===== config.mk =====
export PLATFORM = sky130hd
export DESIGN_NAME = l2_bias_act_flat
export DESIGN_NICKNAME = d
export VERILOG_FILES = /design/src/rtl/l2_bias_act_if.sv /design/src/rtl/l2_bias_act.sv /design/src/flat_wrapper.sv
export SDC_FILE = /design/constraint.sdc
export NUM_CORES = 1
export LEC_CHECK = 0
export CAP_MARGIN = 20
export CORE_UTILIZATION = 53
export CTS_BUF_LIST = sky130_fd_sc_hd__clkbuf_2
export DETAILED_ROUTE_END_ITERATION = 8
export PLACE_DENSITY_LB_ADDON = 0.08
export SLEW_MARGIN = 20
export SYNTH_ARGS = -nofsm -noshare
export SYNTH_HDL_FRONTEND = slang
export SYNTH_SLANG_ARGS = --single-unit

===== constraint.sdc =====
create_clock -name clk -period 3.1 [get_ports clk]
set_clock_uncertainty 0.15 [all_clocks]
set_input_delay 0.62 -clock clk [delete_from_list [all_inputs] [get_ports clk]]
set_output_delay 0.62 -clock clk [all_outputs]
set_load 0.005 [all_outputs]

===== src/rtl/l2_bias_act_if.sv =====
// Accumulator stream, bias-mux lookup and activated output stream of the
// layer-2 bias/activation stage.
interface l2_bias_act_if;
  logic               clear;
  logic signed [21:0] acc;
  logic               accvalid;
  logic               accready;
  logic [2:0]         biassel;
  logic signed [21:0] bias;
  logic [7:0]         data;
  logic               valid;
  logic               ready;
  logic               last;

  modport slave (
    input  clear, acc, accvalid, bias, ready,
    output accready, biassel, data, valid, last
  );

  modport master (
    output clear, acc, accvalid, bias, ready,
    input  accready, biassel, data, valid, last
  );
endinterface


===== src/rtl/l2_bias_act.sv =====
// Layer-2 bias add, ReLU and rounding requantize to 8 bits, as a two-stage
// elastic pipeline that sustains one accumulator per cycle.
module l2_bias_act #(
  parameter int SHIFT = 8,
  parameter int NCH   = 8
) (
  input logic         clk,
  input logic         rstn,
  l2_bias_act_if.slave bus
);

  localparam logic [2:0]  LASTCH = 3'(NCH - 1);
  localparam logic [23:0] HALF   = 24'd1 << (SHIFT - 1);

  logic [2:0]         ch;
  logic               s1valid;
  logic               s1last;
  logic signed [22:0] s1sum;
  logic [7:0]         data;
  logic               valid;
  logic               last;
  logic               ld2;
  logic               adv1;
  logic               accept;
  logic [23:0]        rnd;
  logic [7:0]         sat;

  // Stage 2 frees up when empty or draining; stage 1 can move when stage 2 takes it.
  always_comb begin
    ld2    = !valid || bus.ready;
    adv1   = !s1valid || ld2;
    accept = bus.accvalid && adv1;
  end

  // Only strictly positive sums reach the rounder, so zero extension is safe.
  always_comb begin
    rnd = ({1'b0, s1sum} + HALF) >> SHIFT;
    sat = 8'd0;
    if (!s1sum[22] && (s1sum != 23'sd0)) begin
      sat = (rnd > 24'd255) ? 8'd255 : rnd[7:0];
    end
  end

  always_ff @(posedge clk or negedge rstn) begin
    if (!rstn) begin
      ch      <= 3'd0;
      s1valid <= 1'b0;
      s1sum   <= 23'sd0;
      s1last  <= 1'b0;
      valid   <= 1'b0;
      data    <= 8'd0;
      last    <= 1'b0;
    end else if (bus.clear) begin
      ch      <= 3'd0;
      s1valid <= 1'b0;
      valid   <= 1'b0;
    end else begin
      if (adv1) begin
        s1valid <= bus.accvalid;
      end
      if (accept) begin
        s1sum  <= {bus.acc[21], bus.acc} + {bus.bias[21], bus.bias};
        s1last <= (ch == LASTCH);
        ch     <= (ch == LASTCH) ? 3'd0 : ch + 3'd1;
      end
      if (ld2) begin
        valid <= s1valid;
        if (s1valid) begin
          data <= sat;
          last <= s1last;
        end
      end
    end
  end

  assign bus.accready = adv1;
  assign bus.biassel  = ch;
  assign bus.data     = data;
  assign bus.valid    = valid;
  assign bus.last     = last;

endmodule


===== src/flat_wrapper.sv =====
// flat-port wrapper written by rule: the top's interface ports become plain ports
module l2_bias_act_flat 
#(
  parameter int SHIFT = 8,
  parameter int NCH   = 8
)
  (clk, rstn, bus_clear, bus_acc, bus_accvalid, bus_bias, bus_ready, bus_accready, bus_biassel, bus_data, bus_valid, bus_last);
  l2_bias_act_if bus_i ();
  input logic clk;
  input logic rstn;
  input wire logic [$bits(bus_i.clear)-1:0] bus_clear;
  input wire logic [$bits(bus_i.acc)-1:0] bus_acc;
  input wire logic [$bits(bus_i.accvalid)-1:0] bus_accvalid;
  input wire logic [$bits(bus_i.bias)-1:0] bus_bias;
  input wire logic [$bits(bus_i.ready)-1:0] bus_ready;
  output wire logic [$bits(bus_i.accready)-1:0] bus_accready;
  output wire logic [$bits(bus_i.biassel)-1:0] bus_biassel;
  output wire logic [$bits(bus_i.data)-1:0] bus_data;
  output wire logic [$bits(bus_i.valid)-1:0] bus_valid;
  output wire logic [$bits(bus_i.last)-1:0] bus_last;
  assign bus_i.clear = bus_clear;
  assign bus_i.acc = bus_acc;
  assign bus_i.accvalid = bus_accvalid;
  assign bus_i.bias = bus_bias;
  assign bus_i.ready = bus_ready;
  assign bus_accready = bus_i.accready;
  assign bus_biassel = bus_i.biassel;
  assign bus_data = bus_i.data;
  assign bus_valid = bus_i.valid;
  assign bus_last = bus_i.last;
  l2_bias_act #(.SHIFT(SHIFT), .NCH(NCH)) u_core (.clk(clk), .rstn(rstn), .bus(bus_i));
endmodule

Word-level counts from Yosys, hierarchy flattened
Index checks and enable logic that the tools add are counted.
{ "totals": {"regBits": 38, "in_bits": 49, "output_inout_bits": 14} }
{ "classes": {"addsub": 3, "n_lt_le_gt_ge": 1, "eq_ne": 1, "muxes": 9, "bitwise": 1, "reduce_logical": 13} }
{ "ops": {"columns": ["operator", "n"], "rows": [
  ["23-bit by 8-bit adder with 24-bit output (second input constant)", 1],
  ["22-bit by 22-bit adder with 23-bit output", 1],
  ["23-bit nonzero test", 1],
  ["16-bit by 8-bit > comparator with 1-bit output (second input constant)", 1],
  ["8-bit two-way mux", 2],
  ["3-bit two-way mux", 3],
  ["2-bit nonzero test", 3],
  ["1-bit two-way mux", 4],
  ["3-bit by 1-bit adder with 3-bit output (second input constant)", 1],
  ["3-bit equality test (second input constant)", 1],
  ["1-bit zero test", 3],
  ["3-bit AND reduction", 1],
  ["1-bit logical AND", 2],
  ["1-bit logical OR", 2],
  ["2-bit AND reduction", 1],
  ["1-bit inverter", 1]
]} }

Longest topological paths before layout
Gate-level depths: netlist of run 1.
{ "depth": {"ltp_word": 6, "depth_mapped": 9, "depth_no_buf": 8} }

Worst setup path after synthesis of run 1
No wires, ideal clock.
{ "synth_path": {"path_kind": "input to register", "from": "input bus_bias[0]", "to": "register u_core.s1sum[16]", "arrival_time_ns": 2.705, "t_required_ns": 2.819, "path_slack_ns": 0.114, "stages": 9, "path_buffers": 1, "cell_sequence": "ha_1 -> fa_1 -> a21o_1 -> a221oi_4 -> nor3_1 -> or3_1 -> buf_2 -> and3_1 -> or3_1"} }
{ "synth_via": {"elab_chain_len": 1} }
{ "synth_rtl": {"columns": ["item", "line", "rtl"], "rows": [
  ["start: declaration", "flat_wrapper.sv:14", "input wire logic [$bits(bus_i.bias)-1:0] bus_bias;"],
  ["22-bit by 22-bit adder with 23-bit output", "l2_bias_act.sv:62", "s1sum <= {bus.acc[21], bus.acc} + {bus.bias[21], bus.bias};"],
  ["end signal: assignment", "l2_bias_act.sv:62", null],
  ["end: declaration", "l2_bias_act.sv:18", "logic signed [22:0] s1sum;"]
]} }
Every way passes these cells.
A chain may end at the register's enable or synchronous reset.

Final worst setup path of run 1
Same ends and word-level chain as after synthesis.

==> results.cfg, run 1 <==
[sta]
final-setup-viol-count = 0
setup_tns_ps = 0
slew_headroom_pct = 36.68
min_period_ps = 2999
worst_pin_slew_ps = 935.1
finalHoldViolations = 0
fmax_mhz = 333.5
period_share_pct = 96.73
rsz0062_at_grt = no
slew_violations = 0
fin_ws_ps = 101.4
whs_ps = 127.5

[power]
power_leakage_nw = 1.810
finalPower_mw = 1.705
p_per_area_nw_per_um2 = 431.3
vdd_drop_max_v = 0.0003081

[yosys]
synth_cell_type_count = 54
syn_inst = 358
ys_warn_count = 0
syn_area_um2 = 2993
async_flop_share_pct = 100.0
avgSynthCellArea_um2 = 8.360
synth_edf_count = 0
ys.flop_type = dfrtp_1
ys_seq_area_share_pct = 31.77
ys_seq_elements = 38
syn-num-nets = 433

[worst_setup_path]
crit_path_max_fanout = 4
crit_required_ps = 3240
r2r_cells = 6
crit_top_cell = or3_1
crit_buf_inv = 1
cp-end-kind = flip-flop
startpoint = bus_bias[0]
startpoint_type = input port
r2r-start = u_core.s1sum[11]
worstPathCellList = clkdlybuf4s50_1, ha_1, fa_1, a21o_1, a221oi_4, nor3_1, or3_1, and3_1, or3_1
ff2ff_setup_slack_ps = 530
critPathKind = input port to flip-flop
worst_path_max_delay_cell = or3_1
cp.arrival_ps = 3140
timing.rr.end = u_core.bus.data[6]
endpoint = u_core.s1sum[16]
critical-path-top-delay-family = simple AND/OR/NAND/NOR gates
cp_num_cells = 9
cpPeakStageDelay_ps = 420

[min_path]
hold_class = input port to asynchronous set/reset pin

[cts]
post_cts_buffers = 0
cts_hold_buffers = 0
cts_sinks = 38
cts_tree = built
insertion_delay_ps = 400
h-tree-depth = 2
clk_pin_slew_ps = 200
cts-buffers-inserted = 5
cts_buffer_depth = 2
cts_resized = 0
cts_root_buf = clkbuf_2

[floorplan]
fp.dieArea_um2 = 5951
die_y_um = 77.15
core-area_um2 = 5270
num_io_pins = 63
start_util_pct = 56.79
die_w_um = 77.15
rows = 26

[global_routing]
grt_pass1_vias = 2758
grt_remaining_overflow = 0
grt.total_usage_pct = 25.54
antenna_found_initial = 0
grt_pass1_wl_um = 12190
grt_max_degree = 39

[final_layout]
drive_gt1_share_pct = 11.74
final_core_util_pct = 75.02
mostFrequentLayoutCell = clkdlybuf4s50_1
diodes = 0
nets = 517
final_cell_mix = 61 x clkdlybuf4s50_1, 45 x nand2_1, 38 x dfrtp_1
syn2layout_area_growth_pct = 32.11
final_cells = 513
fin_area_um2 = 3954

[placement]
placed_cells = 505
finalWeightedCongestion = 0.8689
dpl.hpwl_um = 5738
post-place-ws_ps = -319.3
placed_cell_area_um2 = 3865
io_buffers = 62

[drt]
routed_via_density = 5.715
drc = 0
vias = 2932
drt_iter0_markers = 127
routed_wl_um = 7085
wl_per_cell_um = 13.81
ant_nets = 0
drt_pre_antenna_iters = 5

[flow_run]
drv_cap = 0

[outcome]
status = finished, final reports clean
-- final cells by class --
type,instances,area (um2)
multi-input combinational,291,1914
fill,408,1316
sequential,38,950.9
timing repair buffer,97,878.3
tap,70,87.58
clock inverter,3,63.81
inverter,9,33.78
clock buffer,5,25.02
-- routing by layer --
layer	routed length, um	global-route usage (%)	vias up
li1	-	-	1492
met1	3268	32.44	1348
met2	3469	44.51	86
met3	276	3.571	6
met4	70	7.736	0
met5	0	0	-
-- worst reg2reg max path: stages (launching register included) --
cell and delay, ps:
dfrtp_1 500, nand4_1 250, nor4_1 400, xor2_1 120, nor4_2 660, a31oi_1 200, a21o_1 200
-- how the worst min path moves through the flow --
stage	from	to	slack, ps	cells past startpoint
2_1_floorplan	rstn	u_core.bus.biassel[0]	170	0
3_3_place_gp	u_core.bus.data[5]	u_core.bus.data[5]	310	1
3_5_place_dp	u_core.bus.data[6]	u_core.bus.data[6]	320	1
4_1_cts	rstn	u_core.s1sum[3]	150	1
5_1_grt	rstn	u_core.s1sum[2]	150	1
6_report	rstn	u_core.s1sum[8]	130	1
-- report_power, final --
group | switching, mW | total [mW] | internal [mW] | leakage (nW)
registers | 0.105 | 0.695 | 0.590 | 0.476
logic | 0.293 | 0.633 | 0.340 | 1.28
clock network | 0.162 | 0.377 | 0.215 | 0.0506
total | 0.560 | 1.71 | 1.15 | 1.81
-- synthesized netlist by cell type (2+ instances only) --
library cell  number  area (um2)
clkbuf_1          13       48.80
a31o_2             3       26.28
o21ai_0           19       95.09
nor4_1             7       43.79
xor2_1            12       105.1
o31ai_1            4       30.03
o21ai_1            4       20.02
nor2_1            25       93.84
or3_1              4       25.02
nand3b_1           2       15.01
o21bai_1           3       22.52
a21oi_1           25       125.1
a211oi_1           2       15.01
buf_2              3       15.01
nand2_1           45       168.9
a21o_1            18       135.1
xnor2_1            8       70.07
ha_1              25       312.8
nor3_1            10       50.05
mux2i_1            3       30.03
nand3_1           13       65.06
mux2_2             2       22.52
nor2b_1            2       12.51
nand4_1           12       75.07
dfrtp_1           38       950.9
a31oi_1           13       81.33
and3_1             3       18.77
o21a_1             4       30.03
nand4b_1           2       17.52
a22o_1             2       17.52
inv_1              9       33.78
-- registers in the layout, summed over array words and instances, names as in the netlist --
name	count
u_core.s1sum	23
u_core.bus.data	8
u_core.bus.biassel	3
u_core.bus.last	1
u_core.bus.valid	1
u_core.s1last	1
u_core.s1valid	1
-- kinds of logic (layout without fill, tap and decap cells) --
kind of cell | Yosys count | in the layout | synth area share (%)
AND/OR/NAND/NOR | 132 | 132 | 21.45
AO/OA/AOI/OAI | 108 | 108 | 23.79
flip-flops | 38 | 38 | 31.77
buffers and inverters | 29 | 114 | 4.264
adder cells (fa/ha/maj) | 26 | 26 | 11.12
XOR/XNOR | 20 | 20 | 5.853
multiplexers | 5 | 5 | 1.756
Note: power is estimated with default switching activity, not from simulation.
==> inputs of run 2 (changes only) <==
--- a/config.mk
+++ b/config.mk
@@ -9,7 +9,7 @@
 export CORE_UTILIZATION = 53
 export CTS_BUF_LIST = sky130_fd_sc_hd__clkbuf_2
 export DETAILED_ROUTE_END_ITERATION = 8
-export PLACE_DENSITY_LB_ADDON = 0.08
+export PLACE_DENSITY = 0.9
 export SLEW_MARGIN = 20
 export SYNTH_ARGS = -nofsm -noshare
 export SYNTH_HDL_FRONTEND = slang
==> results.cfg, run 2 (synthesized netlist as in run 1, its figures left out) <==
[outcome]
status = finished, final reports clean

[worst_setup_path]
ff2ff_setup_slack_ps = 540
startpoint_type = input port
cp-end-kind = flip-flop
crit_path_max_fanout = 4
cp.arrival_ps = 3120
crit_required_ps = 3250
critPathKind = input port to flip-flop

[power]
vdd_drop_max_v = 0.0002811
p_per_area_nw_per_um2 = 398.8
power_leakage_nw = 1.751
finalPower_mw = 1.533

[sta]
min_period_ps = 2976
finalHoldViolations = 0
fmax_mhz = 336.0
worst_pin_slew_ps = 909.5
slew_headroom_pct = 39.37
period_share_pct = 95.99
slew_violations = 0
rsz0062_at_grt = no
final-setup-viol-count = 0

[floorplan]
num_io_pins = 63
die_w_um = 77.15
core-area_um2 = 5270
die_y_um = 77.15
start_util_pct = 56.79
fp.dieArea_um2 = 5951
rows = 26

[cts]
cts_tree = built
cts_sinks = 38
clk_pin_slew_ps = 180
cts-buffers-inserted = 5
insertion_delay_ps = 390
cts_resized = 0
cts_root_buf = clkbuf_2
cts_hold_buffers = 0
post_cts_buffers = 0
cts_buffer_depth = 2
h-tree-depth = 2

[drt]
routed_via_density = 5.889
vias = 2974
drt_pre_antenna_iters = 5
ant_nets = 0
drc = 0
wl_per_cell_um = 14.40
drt_iter0_markers = 172
routed_wl_um = 7274

[final_layout]
largest_register_ff_count = 23
diodes = 0
syn2layout_area_growth_pct = 28.43
nFillCells = 419
regMostFlops = u_core.s1sum
nets = 509
drive_gt1_share_pct = 10.11
final_core_util_pct = 72.93
mostFrequentLayoutCell = clkdlybuf4s50_1
final_cell_mix = 61 x clkdlybuf4s50_1, 45 x nand2_1, 38 x dfrtp_1

[global_routing]
grt_pass1_vias = 2855
antenna_found_initial = 0
grt.total_usage_pct = 26.18
grt_remaining_overflow = 0
grt_pass1_wl_um = 12580
grt_max_degree = 39

[placement]
dpl.hpwl_um = 5859
io_buffers = 62
finalWeightedCongestion = 0.8906

[min_path]
hold_class = input port to asynchronous set/reset pin

[flow_run]
drv_cap = 0
[run 2: cell count changes in the layout (fill, tap and decap cells not counted), sizes merged]
cell / previous run / this run
clkinv: 1 / 2
buf: 36 / 27
bufinv: 2 / 0
clkbuf: 5 / 7
[run 2: routing by layer]
layer | global-route usage (%) | wire length (um) | vias to the layer above
li1 | - | - | 1474
met1 | 33.13 | 3132 | 1369
met2 | 44.78 | 3543 | 114
met3 | 2.976 | 398 | 17
met4 | 11.32 | 199 | 0
met5 | 0 | 0 | -
[run 2: final cells by class]
cell class                      count  area [um2]  share of cell area [%]
Clock buffer                        6       30.03                  0.7812
Clock inverter                      2       8.758                  0.2279
Inverter                            9       33.78                  0.8789
Multi-Input combinational cell    291        1914                   49.80
Sequential cell                    38       950.9                   24.74
Tap cell                           70       87.58                   2.279
Timing Repair Buffer               89       818.3                   21.29
[run 2: stage by stage]
step	hold slack, ps	worst slack (ps)	cells	setup TNS [ps]	instance area, um2
6_report	170.1	124.2	505	0	3844
3_5_place_dp	314.7	-309.4	497	-1175	3805
5_1_grt	215.0	50.22	505	0	3844
4_1_cts	183.9	126.7	505	0	3844
2_1_floorplan	174.4	113.9	358	0	2993
3_3_place_gp	307.8	-224.9	497	-621.9	3805
[run 2: where the power goes]
| part | total, mW | internal (mW) | switching [mW] |
|---|---|---|---|
| sequential | 0.700 | 0.590 | 0.109 |
| combinational | 0.622 | 0.328 | 0.294 |
| clock | 0.211 | 0.0554 | 0.156 |
[run 2: worst max-delay path, cell delays in order]
cell and delay, ps:
clkdlybuf4s50_1 430, ha_1 240, fa_1 390, a21o_1 210, a221oi_4 240, nor3_1 80
or3_1 410, and3_1 160, or3_1 350
[run 2: final timing paths]
check                                        start                  to  cells after the start
min in group clk                u_core.bus.data[6]  u_core.bus.data[6]                      1
worst min register to register  u_core.bus.data[6]  u_core.bus.data[6]                      1
worst min-delay path                          rstn     u_core.s1sum[8]                      1
max in group asynchronous                     rstn      u_core.s1valid                      1
worst max-delay path                   bus_bias[0]    u_core.s1sum[16]                      9
worst max register to register    u_core.s1sum[11]  u_core.bus.data[7]                      6
